File: config.mk
export PLATFORM = sky130hd
export DESIGN_NAME = ymc_ctrl
export DESIGN_NICKNAME = d
export VERILOG_FILES = /design/src/rtl/ymc_ctrl.sv
export SDC_FILE = /design/constraint.sdc
export NUM_CORES = 1
export LEC_CHECK = 0
export BUFFER_PORTS_ARGS = -buffer_cell sky130_fd_sc_hd__buf_2
export CAP_MARGIN = 5
export CORE_AREA = 2 2 68 70
export CTS_CLUSTER_SIZE = 16
export DETAILED_ROUTE_END_ITERATION = 7
export DIE_AREA = 0 0 70 72
export PLACE_DENSITY = 0.85
export SETUP_SLACK_MARGIN = 0.4
export SLEW_MARGIN = 20
export SYNTH_ARGS = -nofsm -noshare
export SYNTH_HDL_FRONTEND = slang
export SYNTH_SLANG_ARGS = --single-unit
export TNS_END_PERCENT = 30
File: constraint.sdc
create_clock -name clk -period 5.19 [get_ports clk]
set_input_delay 1.038 -clock clk [delete_from_list [all_inputs] [get_ports clk]]
set_output_delay 1.038 -clock clk [all_outputs]
set_load 0.05 [all_outputs]
File: src/rtl/ymc_ctrl.sv
// ---------------------------------------------------------------------------
// ymc_ctrl -- multi-cycle control sequencer for the 32-bit MIPS datapath
// (yIF / yID / yEX / yDM / yWB / yPC).
//
// Boots the PC to ENTRY, then steps every instruction through
// FETCH / DECODE / EXEC / MEM / WB. The datapath control levels are decoded
// once in DECODE and held until the end of the instruction. The write and PC
// strobes are single-cycle pulses. After MAX_INSTR retirements the sequencer
// parks in HALT (MAX_INSTR = 0 runs forever).
//
// Ports
//   clk        in   1   system clock, rising edge
//   rst_n      in   1   asynchronous active-low reset
//   ins        in  32   current instruction word from yIF
//   zero       in   1   ALU zero flag from yEX (consumed by yPC, see below)
//   RegDst     out  1   1 = rd (R-type), 0 = rt
//   RegWrite   out  1   register-file write strobe (WB cycle only)
//   ALUSrc     out  1   1 = immediate operand
//   MemRead    out  1   data-memory read enable
//   MemWrite   out  1   data-memory write strobe (MEM cycle only)
//   Mem2Reg    out  1   1 = write back memOut
//   branch     out  1   beq select to yPC
//   jump       out  1   j select to yPC
//   op         out  3   ALU op
//   INT        out  1   boot select to yPC
//   entryPoint out 32   constant ENTRY
//   pc_en      out  1   one-cycle PC load strobe
//   retired    out 16   count of completed instructions
//   illegal    out  1   sticky: unsupported opcode/funct seen
//   halted     out  1   1 in HALT
// ---------------------------------------------------------------------------
module ymc_ctrl #(
    parameter logic [31:0] ENTRY     = 32'd128,
    parameter logic [15:0] MAX_INSTR = 16'd43
) (
    input  logic        clk,
    input  logic        rst_n,
    input  logic [31:0] ins,
    input  logic        zero,
    output logic        RegDst,
    output logic        RegWrite,
    output logic        ALUSrc,
    output logic        MemRead,
    output logic        MemWrite,
    output logic        Mem2Reg,
    output logic        branch,
    output logic        jump,
    output logic [2:0]  op,
    output logic        INT,
    output logic [31:0] entryPoint,
    output logic        pc_en,
    output logic [15:0] retired,
    output logic        illegal,
    output logic        halted
);

    typedef enum logic [2:0] {
        S_BOOT, S_FETCH, S_DECODE, S_EXEC, S_MEM, S_WB, S_HALT
    } state_t;

    // Instruction class chooses the sequence length and which strobe fires.
    typedef enum logic [2:0] {
        C_R, C_ADDI, C_LW, C_SW, C_BEQ, C_J, C_ILL
    } iclass_t;

    // Datapath control levels, held from DECODE to the end of the instruction.
    typedef struct packed {
        logic       regdst;
        logic       alusrc;
        logic       memread;
        logic       mem2reg;
        logic       branch;
        logic       jump;
        logic [2:0] op;
    } ctrl_t;

    localparam ctrl_t CTRL_NOP = 9'b000000_010;

    state_t      state_q, state_d;
    iclass_t     class_q, class_d;
    ctrl_t       ctrl_q,  ctrl_d;
    logic        illegal_q, illegal_d;
    logic [15:0] retired_q, retired_d;
    // Low only in the first cycle after reset. Keeps the BOOT strobes quiet
    // while rst_n is asserted, so BOOT shows up in the cycle after release.
    logic        armed_q, armed_d;

    iclass_t     dec_class;
    ctrl_t       dec_ctrl;
    logic        retire;
    logic [15:0] retired_inc;

    // zero is sampled by yPC at the pc_en edge. beq takes three cycles
    // whether or not it is taken, so the sequencer itself never needs zero.
    // Only the opcode and funct fields of ins are decoded here.
    logic unused_inputs;
    assign unused_inputs = ^{zero, ins[25:6]};

    // ------------------------------------------------------------------
    // Instruction decode (only consumed in DECODE)
    // ------------------------------------------------------------------
    always_comb begin
        // NOTE: every variable gets a default first so no path infers a latch.
        dec_class = C_ILL;
        dec_ctrl  = CTRL_NOP;
        unique case (ins[31:26])
            6'h00: begin
                dec_ctrl.regdst = 1'b1;
                dec_class       = C_R;
                unique case (ins[5:0])
                    6'h24:   dec_ctrl.op = 3'b000;
                    6'h25:   dec_ctrl.op = 3'b001;
                    6'h20:   dec_ctrl.op = 3'b010;
                    6'h22:   dec_ctrl.op = 3'b110;
                    6'h2a:   dec_ctrl.op = 3'b111;
                    default: begin
                        dec_class = C_ILL;
                        dec_ctrl  = CTRL_NOP;
                    end
                endcase
            end
            6'h08: begin
                dec_class       = C_ADDI;
                dec_ctrl.alusrc = 1'b1;
            end
            6'h23: begin
                dec_class        = C_LW;
                dec_ctrl.alusrc  = 1'b1;
                dec_ctrl.memread = 1'b1;
                dec_ctrl.mem2reg = 1'b1;
            end
            6'h2b: begin
                dec_class       = C_SW;
                dec_ctrl.alusrc = 1'b1;
            end
            6'h04: begin
                dec_class       = C_BEQ;
                dec_ctrl.branch = 1'b1;
                dec_ctrl.op     = 3'b110;
            end
            6'h02: begin
                dec_class       = C_J;
                dec_ctrl.jump   = 1'b1;
                dec_ctrl.alusrc = 1'b1;
            end
            default: begin
                dec_class = C_ILL;
                dec_ctrl  = CTRL_NOP;
            end
        endcase
    end

    // ------------------------------------------------------------------
    // Sequencer: next state and strobes
    // ------------------------------------------------------------------
    assign retired_inc = retired_q + 16'd1;

    always_comb begin
        state_d   = state_q;
        class_d   = class_q;
        ctrl_d    = ctrl_q;
        illegal_d = illegal_q;
        retired_d = retired_q;
        armed_d   = 1'b1;
        retire    = 1'b0;
        INT       = 1'b0;
        pc_en     = 1'b0;
        RegWrite  = 1'b0;
        MemWrite  = 1'b0;
        halted    = 1'b0;

        unique case (state_q)
            S_BOOT: begin
                if (armed_q) begin
                    INT     = 1'b1;
                    pc_en   = 1'b1;
                    state_d = S_FETCH;
                end
            end
            S_FETCH:  state_d = S_DECODE;
            S_DECODE: begin
                ctrl_d  = dec_ctrl;
                class_d = dec_class;
                if (dec_class == C_ILL) illegal_d = 1'b1;
                state_d = S_EXEC;
            end
            S_EXEC: begin
                unique case (class_q)
                    C_LW, C_SW:  state_d = S_MEM;
                    C_R, C_ADDI: state_d = S_WB;
                    default:     retire  = 1'b1;   // beq, j, illegal
                endcase
            end
            S_MEM: begin
                if (class_q == C_SW) begin
                    MemWrite = 1'b1;
                    retire   = 1'b1;
                end else begin
                    state_d = S_WB;
                end
            end
            S_WB: begin
                RegWrite = 1'b1;
                retire   = 1'b1;
            end
            S_HALT:  halted  = 1'b1;
            default: state_d = S_BOOT;
        endcase

        // Last cycle of an instruction: pulse the PC, drop the levels so the
        // next FETCH starts clean, and count the retirement.
        if (retire) begin
            pc_en  = 1'b1;
            ctrl_d = CTRL_NOP;
            if (retired_q != 16'hFFFF) retired_d = retired_inc;
            if (MAX_INSTR != 16'd0 && retired_inc == MAX_INSTR) state_d = S_HALT;
            else                                                 state_d = S_FETCH;
        end
    end

    // NOTE: sequential state is assigned with non-blocking (<=) only.
    always_ff @(posedge clk or negedge rst_n) begin
        if (!rst_n) begin
            state_q   <= S_BOOT;
            class_q   <= C_ILL;
            ctrl_q    <= CTRL_NOP;
            illegal_q <= 1'b0;
            retired_q <= 16'd0;
            armed_q   <= 1'b0;
        end else begin
            state_q   <= state_d;
            class_q   <= class_d;
            ctrl_q    <= ctrl_d;
            illegal_q <= illegal_d;
            retired_q <= retired_d;
            armed_q   <= armed_d;
        end
    end

    assign RegDst     = ctrl_q.regdst;
    assign ALUSrc     = ctrl_q.alusrc;
    assign MemRead    = ctrl_q.memread;
    assign Mem2Reg    = ctrl_q.mem2reg;
    assign branch     = ctrl_q.branch;
    assign jump       = ctrl_q.jump;
    assign op         = ctrl_q.op;
    assign entryPoint = ENTRY;
    assign retired    = retired_q;
    assign illegal    = illegal_q;

endmodule

==> impl_metrics.toml <==
[final_layout]
antenna_cells = 0
area_delta_synth_final_pct = 8.85
fin_nets = 323
fin_util_pct = 54.8
nFillCells = 406
layout-drive-gt1-share_pct = 22.0
layout.cells.non_filler = 339

[global_route]
grt_usage_pct = 18.4
grt_overflow = 0
first_global_vias = 1604
grt_busiest_layer = "met2"
gr-usage-met2_pct = 29.2
gr-usage-met3_pct = 5.14
grt_pass1_wl_mm = 7.33
use_met1_pct = 23.4
grt_max_degree = 33
antenna_found_initial = 0

[sta]
maxSlewHeadroom_pct = 50.3
fin_crit_sh_pct = 61.8
min_period_ns = 3.21
hold_viol = 0
timing.fmax_ghz = 0.312
slew_violations = 0
fin_tns_setup_ns = 0
skew_ns = 0.00804
worst_pin_slew_ns = 0.739
rsz0062_at_grt = "no"
finalSetupViolCount = 0
whs_ns = 0.467

[synth]
synth_edf_count = 0
synth_top_family_by_area = "simple AND/OR/NAND/NOR gates"
ys_seq_area_share_pct = 37.4
syn-cell-area_mm2 = 0.00215
synth_top_area_share_pct = 33.8
synthAdderAreaFrac_pct = 1.16
synthCells = 245
ys.warnings.count = 0
synth-compound-area-share_pct = 11.9
synth_commonest_cells = "buf_4 (34), nand2_1 (30), dfrtp_1 (29)"
syn_area_per_cell_um2 = 8.77
yosysMostFrequentCell = "buf_4"
ys.flop_type = "dfrtp_1"
synth_xor_area_share_pct = 7.34
async_flop_share_pct = 100
muxShareOfSynthArea_pct = 1.46
ys_seq_elements = 32
yosys-top-cells-area = "dfrtp_1 (34%), buf_4 (12%), xnor2_1 (7.3%)"
ys_types = 53
yosysTopAreaCell = "dfrtp_1"
yosys.area_share.simple_pct = 26.0

[critical_path]
cp-end-kind = "output port"
crit_path_start_kind = "register"
path_buf_inv = 1
cp_data_arrival_time_ns = 2.17
reg2reg_from = "retired[1]$_DFFE_PN0P_"
crit_family = "simple AND/OR/NAND/NOR gates"
required_ns = 4.15
cp_slowest_stage_delay_ns = 0.57
startpoint = "class_q[2]$_DFFE_PN1P_"
crit_path_top_delay_cell = "dfstp_2"
crit_type = "reg2out"
cp_max_fo = 9
crit_chain = "and3b_1 -> o211ai_1 -> nand2_1 -> or2_2 -> buf_2"

[clock_tree]
ctsResizeCount = 0
clkSlewWorstSetupHoldPaths_ns = 0.07
tritoncts = "built"
clock_latency_ns = 0.29
cts-hold-fix-buffers = 0
htreeDepth = 2
numCtsBuffers = 5
root_buffer = "clkbuf_8"
clk_path_buf_depth = 2
post_cts_buffers = 0
cts.sinks = 32

[route]
drtPass1Iterations = 4
drtIter0Drc = 98
totalWireLength_mm = 4.30
drc = 0
final_antenna_net_count = 0
num_vias = 1767
routedWlPerCell_um = 12.7
viasPerCell = 5.21

[place]
dp_hpwl_mm = 3.17
numPortBuffers = 44
place_inst = 331
place_congestion = 0.851

[floorplanning]
row_count = 24
pin_count = 98
die_area_mm2 = 0.00504
core_area_mm2 = 0.00426
initial_core_util_pct = 50.4
die_h_um = 72
die_w_um = 70

[pwr]
power_w = 0.00107
pwr_density_cell_mw_per_mm2 = 457
power.leakage_nw = 1.11
max-vdd-ir-drop_mv = 0.291

[flow_run]
maxCapViolCount = 0

[min_path]
worstHoldStart = "op[1]$_DFFE_PN1P_"
hold_path_class = "reg2reg"

[status]
outcome = "finished clean"
==> registers in the layout, summed over array words and instances, names as in the netlist <==
register	count
retired	16
class_q	3
op	3
state_q	3
ALUSrc	1
MemRead	1
RegDst	1
armed_q	1
branch	1
illegal	1
jump	1
==> metrics by stage <==
| stage | cell area, um^2 | setup WS [ns] |
|---|---|---|
| floorplan | 2260 | 2.29 |
| global placement | 2260 | 2.32 |
| detailed placement | 2260 | 2.28 |
| CTS | 2340 | 1.96 |
| global route | 2340 | 1.83 |
| finish | 2340 | 1.98 |
==> path summary, 6_finish.rpt <==
| path | endpoint | slack (ns) | cells past startpoint |
|---|---|---|---|
| max in group asynchronous | op[2]$_DFFE_PN0P_ | 3.94 | 1 |
| min reg2reg | op[1]$_DFFE_PN1P_ | 0.47 | 2 |
| max reg2reg | state_q[0]$_DFFE_PN0P_ | 2.71 | 7 |
| min | op[1]$_DFFE_PN1P_ | 0.47 | 2 |
| max | pc_en | 1.98 | 5 |
| min in group asynchronous | state_q[1]$_DFFE_PN0P_ | 0.79 | 1 |
==> power breakdown <==
part	switching (W)	total, W	internal [W]
Combinational	0.000361	0.000491	0.000131
Sequential	0.0000872	0.000393	0.000305
Clock	0.0000919	0.000186	0.0000939
==> final cells by class <==
cell class | count | area, um^2 | area share [%]
Sequential cell | 32 | 805 | 34.4
Timing Repair Buffer | 44 | 220 | 9.42
Clock inverter | 1 | 5.00 | 0.214
Tap cell | 52 | 65.1 | 2.78
Clock buffer | 7 | 76.3 | 3.26
Inverter | 4 | 15.0 | 0.642
Multi-Input combinational cell | 199 | 1150 | 49.3
==> metal layers <==
layer	routed length, um	share of wire, %
met5	0	0
met4	78	1.8
met3	284	6.6
met2	2020	47
met1	1920	45
==> tightest hold or removal path: stages (launching register included) <==
cell and delay [ns]:
dfstp_2 0.37, inv_1 0.04, a21oi_1 0.05
==> kinds of logic (layout without fill, tap and decap cells) <==
logic type               Yosys count  count (layout)
AO/OA/AOI/OAI                     39              39
buffers and inverters             45              56
multiplexers                       3               3
flip-flops                        32              32
adder cells (fa/ha/maj)            2               2
AND/OR/NAND/NOR                  104             104
other                              2              33
XOR/XNOR                          18              18
==> cells in the final DEF (no fill, tap or decap), types with 6 or more instances in the layout <==
cell     Yosys  final
buf_2        2     44
conb_1       2     33
nand2_1     30     30
dfrtp_1     29     29
xnor2_1     18     18
nor2_1      15     15
nand3_1     11     11
nor3_1       9      9
o21ai_0      9      9
a21oi_1      9      9
nand4_1      7      7
and3_1       6      6
(Power assumes the default switching activity.)
